## config.mk

```make
export PLATFORM = sky130hd
export DESIGN_NAME = conv2d_frame_sched_flat
export DESIGN_NICKNAME = d
export VERILOG_FILES = /design/src/rtl/conv_pkg.sv /design/src/rtl/conv2d_frame_sched_if.sv /design/src/rtl/line_buffer2.sv /design/src/rtl/conv2d_frame_sched.sv /design/src/flat_wrapper.sv
export SDC_FILE = /design/constraint.sdc
export NUM_CORES = 1
export LEC_CHECK = 0
export ABC_AREA = 1
export BUFFER_PORTS_ARGS = -buffer_cell sky130_fd_sc_hd__clkbuf_2
export CAP_MARGIN = 20
export CORE_MARGIN = 2
export CORE_UTILIZATION = 51
export CTS_CLUSTER_DIAMETER = 80
export CTS_CLUSTER_SIZE = 12
export DETAILED_ROUTE_END_ITERATION = 6
export PLACE_DENSITY = 0.76
export SYNTH_ARGS = -nofsm -noshare
export SYNTH_HDL_FRONTEND = slang
export SYNTH_SLANG_ARGS = --single-unit
```

## constraint.sdc

```tcl
create_clock -name clk -period 2.2 [get_ports clk]
set_input_delay 0.11 -clock clk [delete_from_list [all_inputs] [get_ports clk]]
set_output_delay 0.11 -clock clk [all_outputs]
set_load 0.02 [all_outputs]
```

## src/rtl/conv_pkg.sv

```systemverilog
// conv_pkg: shared widths, state encoding and window packing for the 3x3 conv scheduler.
package conv_pkg;
    localparam int DATA_W_DEF = 8;
    localparam int ACC_W_DEF  = 16;
    localparam int KERN_TAPS  = 9;
    typedef enum logic [2:0] {IDLE, ACCEPT, ISSUE, WAIT, OUTPUT, DONE} state_e;
    // Tap index of window row r, column c; tap 0 is top-left, row-major.
    function automatic int win_idx(input int r, input int c);
        return r * 3 + c;
    endfunction
endpackage

```

## src/rtl/conv2d_frame_sched_if.sv

```systemverilog
// conv2d_frame_sched_if: pixel stream, MAC window/kernel/handshake and result stream.
interface conv2d_frame_sched_if #(
    parameter int DATA_W = conv_pkg::DATA_W_DEF,
    parameter int ACC_W  = conv_pkg::ACC_W_DEF
);
    logic                                     pix_valid;
    logic                                     pix_ready;
    logic [DATA_W-1:0]                        pix_data;
    logic [conv_pkg::KERN_TAPS*DATA_W-1:0]    win_flat;
    logic [conv_pkg::KERN_TAPS*DATA_W-1:0]    kern_flat;
    logic                                     conv_start;
    logic                                     conv_done;
    logic [ACC_W-1:0]                         conv_out;
    logic                                     res_valid;
    logic                                     res_ready;
    logic [ACC_W-1:0]                         res_data;
    logic                                     res_last;
    modport master (
        input  pix_valid, pix_data, conv_done, conv_out, res_ready,
        output pix_ready, win_flat, kern_flat, conv_start, res_valid, res_data, res_last
    );
    modport slave (
        output pix_valid, pix_data, conv_done, conv_out, res_ready,
        input  pix_ready, win_flat, kern_flat, conv_start, res_valid, res_data, res_last
    );
endinterface

```

## src/rtl/line_buffer2.sv

```systemverilog
// line_buffer2: two IMG_W-deep rows sharing one column address; a write pushes row 0 into row 1.
module line_buffer2 #(
    parameter int IMG_W  = 8,
    parameter int DATA_W = 8,
    localparam int AW    = $clog2(IMG_W)
) (
    input  logic              clk,
    input  logic              we_i,
    input  logic [AW-1:0]     addr_i,
    input  logic [DATA_W-1:0] wdata_i,
    output logic [DATA_W-1:0] rd0_o,
    output logic [DATA_W-1:0] rd1_o
);
    logic [DATA_W-1:0] lb0_q [IMG_W];
    logic [DATA_W-1:0] lb1_q [IMG_W];
    always_ff @(posedge clk) begin
        if (we_i) begin
            lb1_q[addr_i] <= lb0_q[addr_i];
            lb0_q[addr_i] <= wdata_i;
        end
    end
    assign rd0_o = lb0_q[addr_i];
    assign rd1_o = lb1_q[addr_i];
endmodule

```

## src/rtl/conv2d_frame_sched.sv

```systemverilog
// conv2d_frame_sched: streams a raster frame through line buffers and a 3x3 window,
// issuing one MAC per valid window position and returning results on a valid/ready stream.
module conv2d_frame_sched
    import conv_pkg::*;
#(
    parameter int IMG_W  = 8,
    parameter int IMG_H  = 8,
    parameter int DATA_W = DATA_W_DEF,
    parameter int ACC_W  = ACC_W_DEF
) (
    input  logic              clk,
    input  logic              rst_n,
    input  logic              frame_start_i,
    output logic              busy_o,
    output logic              frame_done_o,
    input  logic              k_we_i,
    input  logic [3:0]        k_addr_i,
    input  logic [DATA_W-1:0] k_data_i,
    conv2d_frame_sched_if.master bus
);
    localparam int CW = $clog2(IMG_W);
    localparam int RW = $clog2(IMG_H);
    state_e            state_q, state_d;
    logic [CW-1:0]     col_q;
    logic [RW-1:0]     row_q;
    logic [DATA_W-1:0] kern_q [KERN_TAPS];
    logic [DATA_W-1:0] win_q  [KERN_TAPS];
    logic [ACC_W-1:0]  res_data_q;
    logic              last_q;
    logic [DATA_W-1:0] lb0, lb1;
    logic              accept, col_end, at_window;
    assign accept    = state_q == ACCEPT && bus.pix_valid;
    assign col_end   = col_q == CW'(IMG_W - 1);
    assign at_window = row_q >= RW'(2) && col_q >= CW'(2);
    line_buffer2 #(.IMG_W(IMG_W), .DATA_W(DATA_W)) u_lb (
        .clk     (clk),
        .we_i    (accept),
        .addr_i  (col_q),
        .wdata_i (bus.pix_data),
        .rd0_o   (lb0),
        .rd1_o   (lb1)
    );
    always_ff @(posedge clk or negedge rst_n) begin
        if (!rst_n) begin
            state_q    <= IDLE;
            row_q      <= '0;
            col_q      <= '0;
            res_data_q <= '0;
            last_q     <= 1'b0;
            for (int i = 0; i < KERN_TAPS; i++) begin
                kern_q[i] <= '0;
                win_q[i]  <= '0;
            end
        end else begin
            state_q <= state_d;
            // Kernel is only writable between frames so a frame sees one coefficient set.
            if (state_q == IDLE && k_we_i && k_addr_i < 4'(KERN_TAPS))
                kern_q[k_addr_i] <= k_data_i;
            if (state_q == IDLE && frame_start_i) begin
                row_q <= '0;
                col_q <= '0;
            end
            if (accept) begin
                col_q  <= col_end ? '0 : col_q + 1'b1;
                row_q  <= col_end ? row_q + 1'b1 : row_q;
                last_q <= row_q == RW'(IMG_H - 1) && col_end;
                for (int r = 0; r < 3; r++) begin
                    win_q[win_idx(r, 0)] <= win_q[win_idx(r, 1)];
                    win_q[win_idx(r, 1)] <= win_q[win_idx(r, 2)];
                end
                win_q[win_idx(0, 2)] <= lb1;
                win_q[win_idx(1, 2)] <= lb0;
                win_q[win_idx(2, 2)] <= bus.pix_data;
            end
            if (state_q == WAIT && bus.conv_done)
                res_data_q <= bus.conv_out;
        end
    end
    always_comb begin
        state_d = state_q;
        case (state_q)
            IDLE:    state_d = frame_start_i ? ACCEPT : IDLE;
            ACCEPT:  state_d = accept && at_window ? ISSUE : ACCEPT;
            ISSUE:   state_d = WAIT;
            WAIT:    state_d = bus.conv_done ? OUTPUT : WAIT;
            OUTPUT:  state_d = bus.res_ready ? (last_q ? DONE : ACCEPT) : OUTPUT;
            DONE:    state_d = IDLE;
            default: state_d = IDLE;
        endcase
    end
    assign busy_o         = state_q != IDLE;
    assign frame_done_o   = state_q == DONE;
    assign bus.pix_ready  = state_q == ACCEPT;
    assign bus.conv_start = state_q == ISSUE;
    assign bus.res_valid  = state_q == OUTPUT;
    assign bus.res_last   = state_q == OUTPUT && last_q;
    assign bus.res_data   = res_data_q;
    for (genvar i = 0; i < KERN_TAPS; i++) begin : g_flat
        assign bus.win_flat[i*DATA_W +: DATA_W]  = win_q[i];
        assign bus.kern_flat[i*DATA_W +: DATA_W] = kern_q[i];
    end
endmodule

```

## src/flat_wrapper.sv

```systemverilog
// flat-port wrapper written by rule: the top's interface ports become plain ports
module conv2d_frame_sched_flat import conv_pkg::*;
#(
    parameter int IMG_W  = 8,
    parameter int IMG_H  = 8,
    parameter int DATA_W = DATA_W_DEF,
    parameter int ACC_W  = ACC_W_DEF
)
  (clk, rst_n, frame_start_i, busy_o, frame_done_o, k_we_i, k_addr_i, k_data_i, bus_pix_valid, bus_pix_data, bus_conv_done, bus_conv_out, bus_res_ready, bus_pix_ready, bus_win_flat, bus_kern_flat, bus_conv_start, bus_res_valid, bus_res_data, bus_res_last);
  conv2d_frame_sched_if #(.DATA_W(DATA_W), .ACC_W(ACC_W)) bus_i ();
  input  logic clk;
  input  logic rst_n;
  input  logic frame_start_i;
  output logic busy_o;
  output logic frame_done_o;
  input  logic k_we_i;
  input  logic [3:0] k_addr_i;
  input  logic [DATA_W-1:0] k_data_i;
  input wire logic [$bits(bus_i.pix_valid)-1:0] bus_pix_valid;
  input wire logic [$bits(bus_i.pix_data)-1:0] bus_pix_data;
  input wire logic [$bits(bus_i.conv_done)-1:0] bus_conv_done;
  input wire logic [$bits(bus_i.conv_out)-1:0] bus_conv_out;
  input wire logic [$bits(bus_i.res_ready)-1:0] bus_res_ready;
  output wire logic [$bits(bus_i.pix_ready)-1:0] bus_pix_ready;
  output wire logic [$bits(bus_i.win_flat)-1:0] bus_win_flat;
  output wire logic [$bits(bus_i.kern_flat)-1:0] bus_kern_flat;
  output wire logic [$bits(bus_i.conv_start)-1:0] bus_conv_start;
  output wire logic [$bits(bus_i.res_valid)-1:0] bus_res_valid;
  output wire logic [$bits(bus_i.res_data)-1:0] bus_res_data;
  output wire logic [$bits(bus_i.res_last)-1:0] bus_res_last;
  assign bus_i.pix_valid = bus_pix_valid;
  assign bus_i.pix_data = bus_pix_data;
  assign bus_i.conv_done = bus_conv_done;
  assign bus_i.conv_out = bus_conv_out;
  assign bus_i.res_ready = bus_res_ready;
  assign bus_pix_ready = bus_i.pix_ready;
  assign bus_win_flat = bus_i.win_flat;
  assign bus_kern_flat = bus_i.kern_flat;
  assign bus_conv_start = bus_i.conv_start;
  assign bus_res_valid = bus_i.res_valid;
  assign bus_res_data = bus_i.res_data;
  assign bus_res_last = bus_i.res_last;
  conv2d_frame_sched #(.IMG_W(IMG_W), .IMG_H(IMG_H), .DATA_W(DATA_W), .ACC_W(ACC_W)) u_core (.clk(clk), .rst_n(rst_n), .frame_start_i(frame_start_i), .busy_o(busy_o), .frame_done_o(frame_done_o), .k_we_i(k_we_i), .k_addr_i(k_addr_i), .k_data_i(k_data_i), .bus(bus_i));
endmodule
```

==> results.md <==
- Clk_skew: around 10 ps
- Clock root buffer: clkbuf_16
- Core area: between 0.02 and 0.025 sq mm
- Met3 Use GR: 0.0426
- Sequential fraction of the synthesis area: 0.663
- ANT nets after route: 0
- Final hold vios: 0
- Num Clock Sinks: ~300
- Vias in the first global route: 9125
- Fin crit period: ~2000 ps
- CTS Buf Count: 28
- Maximum VDD drop: roughly 0.0007 V
- Drt wl/cell: approximately 17 um
- Share of cells above drive strength 1: 0.191
- Number of max-cap violations: 0
- P_leak: 7.64 nW
- CTS tree: yes
- Vias/cell: 5.07
- Reg2reg start: u_core.col_q[1]$_DFFE_PN0P_
- Die H: roughly 160 um
- Yosys warning total: 0
- Slew @ Worst Pin: roughly 680 ps
- Hold slack: a little over 40 ps
- Final Slew Violations: 0
- Post-route clock period utilization: 0.904
- First-pass GRT wire length: between 40000 and 50000 um
- Diodes inserted: 0
- Setup WS post-layout: roughly 210 ps
- Layout area overhead: 22.1%
- Port buffer count: ~210
- Setup CP Type: flip-flop to flip-flop
- NumNets Final: ~1600
- Rel. slew slack: 0.545
- HPWL Detailed: slightly above 20000 um
- GR Layer Usage met1: 0.335
- Worst-Skew Late Latency: ~540 ps
- Pre-antenna DRT Iters: 6
- I/O pin cnt: 209
- Sw frac: 0.387
- CTS clk-pin slew, worst paths: around 60 ps
- Reg area: approximately 0.0081 sq mm
- Setup violators final: 0
- Multi-input logic area: around 0.0031 sq mm
- Row count: 56
- P_int: ~12 mW
- Arrival time worst endpoint: 2300 ps
- DRT iter0 DRCs: a little over 800
- Max FO, Critical Path: 15
- Synth Register Bits: 298
- Total Routing Usage GR: 0.244
- Htree depth: 1
- Pin count of the biggest net entering global routing: 70
- Die X: about 160 um
- Worst Path Required: roughly 2500 ps
- Synth cell types: 25
- Cells after Synth: roughly 1300
- Startpoint types: flip-flop
- Post-Syn Area: about 0.012 sq mm
- Critical Path End Type: flip-flop
- RSZ-0062 raised after global routing: false
- Initial antenna violation count: 0
- Dpl ws: between 100 and 150 ps
- Grt total ovfl: 0
- GR peak layer: met2
- GR Util met2: 0.394
- Die area: around 0.025 sq mm
- Fmax: between 0.5 and 0.6 GHz
- DR vias: between 9000 and 10000
- Initial Utilization: 0.521
- Power Total: a little under 20 mW
- Power share of the sequential group: 0.430
- Beginning of the critical path: u_core.col_q[1]$_DFFE_PN0P_
- Pwr/cell area: between 1000 and 1500 mW/mm^2
- Run status: finished clean
- Setup bufs post-CTS: 0
- Fillcell total: 1813
- Routed WL: 30700 um
- Synth Net Count: approximately 1300
- Gp weighted congestion: slightly below 0.9
- Hold path start: frame_start_i
- Max clock buf depth: 3
- DRC: 0
- Psw: 7.61 mW
- Reg2reg setup slack: between 200 and 250 ps
- Combinational Power Share: 0.350
- Syn avg cell area: just under 10 sq um
- Post-CTS Resized: 0
- Clk pwr share: 0.220
- Hold crit path type: primary input to flip-flop
[cells in the mapped netlist]
library cell    n  area share
a21oi_4         1      0.0013
buf_1          14      0.0043
buf_2          11      0.0045
buf_4           4      0.0025
buf_6           1     0.00092
clkbuf_1       23      0.0071
clkinv_1        1     0.00031
dfrtp_1       170        0.35
edfxtp_1      128        0.31
ha_1            6      0.0061
inv_1         205       0.063
nand2_1       401        0.12
nand2_4         2      0.0018
nand3_1       114       0.047
nand3_2         1     0.00082
nand3b_1        2      0.0012
nand4_1         8      0.0041
nor2_1         48       0.015
nor3_1          5      0.0020
nor3_2          4      0.0033
nor3_4          2      0.0027
o211ai_1        7      0.0043
o21ai_0       101       0.041
o22ai_1         1     0.00051
or2_2           1     0.00051
[path summary, 6_finish.rpt]
path / to / cells past startpoint
worst max-delay path: u_core.u_lb.lb1_q[1][3]$_DFFE_PP_ / 4
worst min-delay path: u_core.state_q[0]$_DFF_PN0_ / 5
worst max register to register: u_core.u_lb.lb1_q[1][3]$_DFFE_PP_ / 4
worst min register to register: u_core.bus.win_flat[55]$_DFFE_PN0P_ / 2
max in group asynchronous: u_core.bus.win_flat[37]$_DFFE_PN0P_ / 3
min in group asynchronous: u_core.bus.res_data[9]$_DFFE_PN0P_ / 2
[worst max-delay path: stages (launching register included)]
cell     delay, ps
dfrtp_1        450
nand2_1        170
inv_1          540
nand3_1        240
nand4_1        360
[power by group through the flow]
stage	logic [mW]	clock network (mW)	registers, mW
3_3_place_gp	6.62	0	8.49
6_report	6.88	4.33	8.47
2_1_floorplan	2.78	0	9.72
4_1_cts	6.90	4.41	8.45
5_1_grt	7.53	4.63	8.61
3_5_place_dp	6.79	0	8.53
[sequential cells by signal (all words and copies together), names as in the netlist]
| signal | count |
|---|---|
| u_core.u_lb.lb1_q | 64 |
| u_core.bus.kern_flat | 72 |
| u_core.u_lb.lb0_q | 64 |
| u_core.row_q | 3 |
| u_core.state_q | 3 |
| u_core.bus.win_flat | 72 |
| u_core.bus.res_data | 16 |
| u_core.col_q | 3 |
| u_core.last_q | 1 |
[logic make-up (layout without fill, tap and decap cells)]
family	count (synthesis)	after routing	synth area share
AO/OA/AOI/OAI	110	111	0.0475
adder cells (fa/ha/maj)	6	6	0.00614
buffers and inverters	259	534	0.0825
flip-flops	298	298	0.663
AND/OR/NAND/NOR	588	588	0.201
[per-layer routing]
| metal | routed length [um] | share of wire | vias to the layer above |
|---|---|---|---|
| li1 | - | - | 4498 |
| met1 | 12800 | 0.42 | 4456 |
| met2 | 14500 | 0.47 | 389 |
| met3 | 2460 | 0.080 | 64 |
| met4 | 994 | 0.032 | 0 |
| met5 | 0 | 0 | - |
[cell type report]
cell class / instances / share of cell area
inverter: 206 / 0.0518
tap: 319 / 0.0267
clock buffer: 44 / 0.0531
multi-input combinational: 705 / 0.210
timing repair buffer: 284 / 0.116
sequential: 298 / 0.543
[cells in the final DEF, fill, tap and decap left out, types with 2 or more instances in the layout]
cell / count
buf_12: 2
buf_4: 38
clkbuf_1: 14
clkbuf_16: 29
clkbuf_2: 207
dfrtp_1: 169
dlygate4sd3_1: 36
edfxtp_1: 128
ha_1: 6
inv_1: 204
nand2_1: 401
nand2_4: 2
nand3_1: 113
nand3_2: 2
nand3b_1: 2
nand4_1: 8
nor2_1: 48
nor3_1: 5
nor3_2: 4
nor3_4: 2
o211ai_1: 7
o21ai_0: 101
[per-stage QoR]
stage           util  setup TNS, ps  std cells  area [sq um]
2_1_floorplan      -           -715       1261         12200
3_3_place_gp   0.586              0       1775         13800
3_5_place_dp   0.586              0       1775         13800
4_1_cts        0.635              0       1855         14900
5_1_grt        0.636              0       1856         14900
6_report       0.636              0       1856         14900
[what timing repair did]
| action | CTS | global route |
|---|---|---|
| hold buffers | 36 | 0 |
| endpoints found under the hold margin | 269 | 0 |
| endpoints found under the setup margin | 0 | 33 |
No activity file was read; power rests on OpenSTA's default activity.
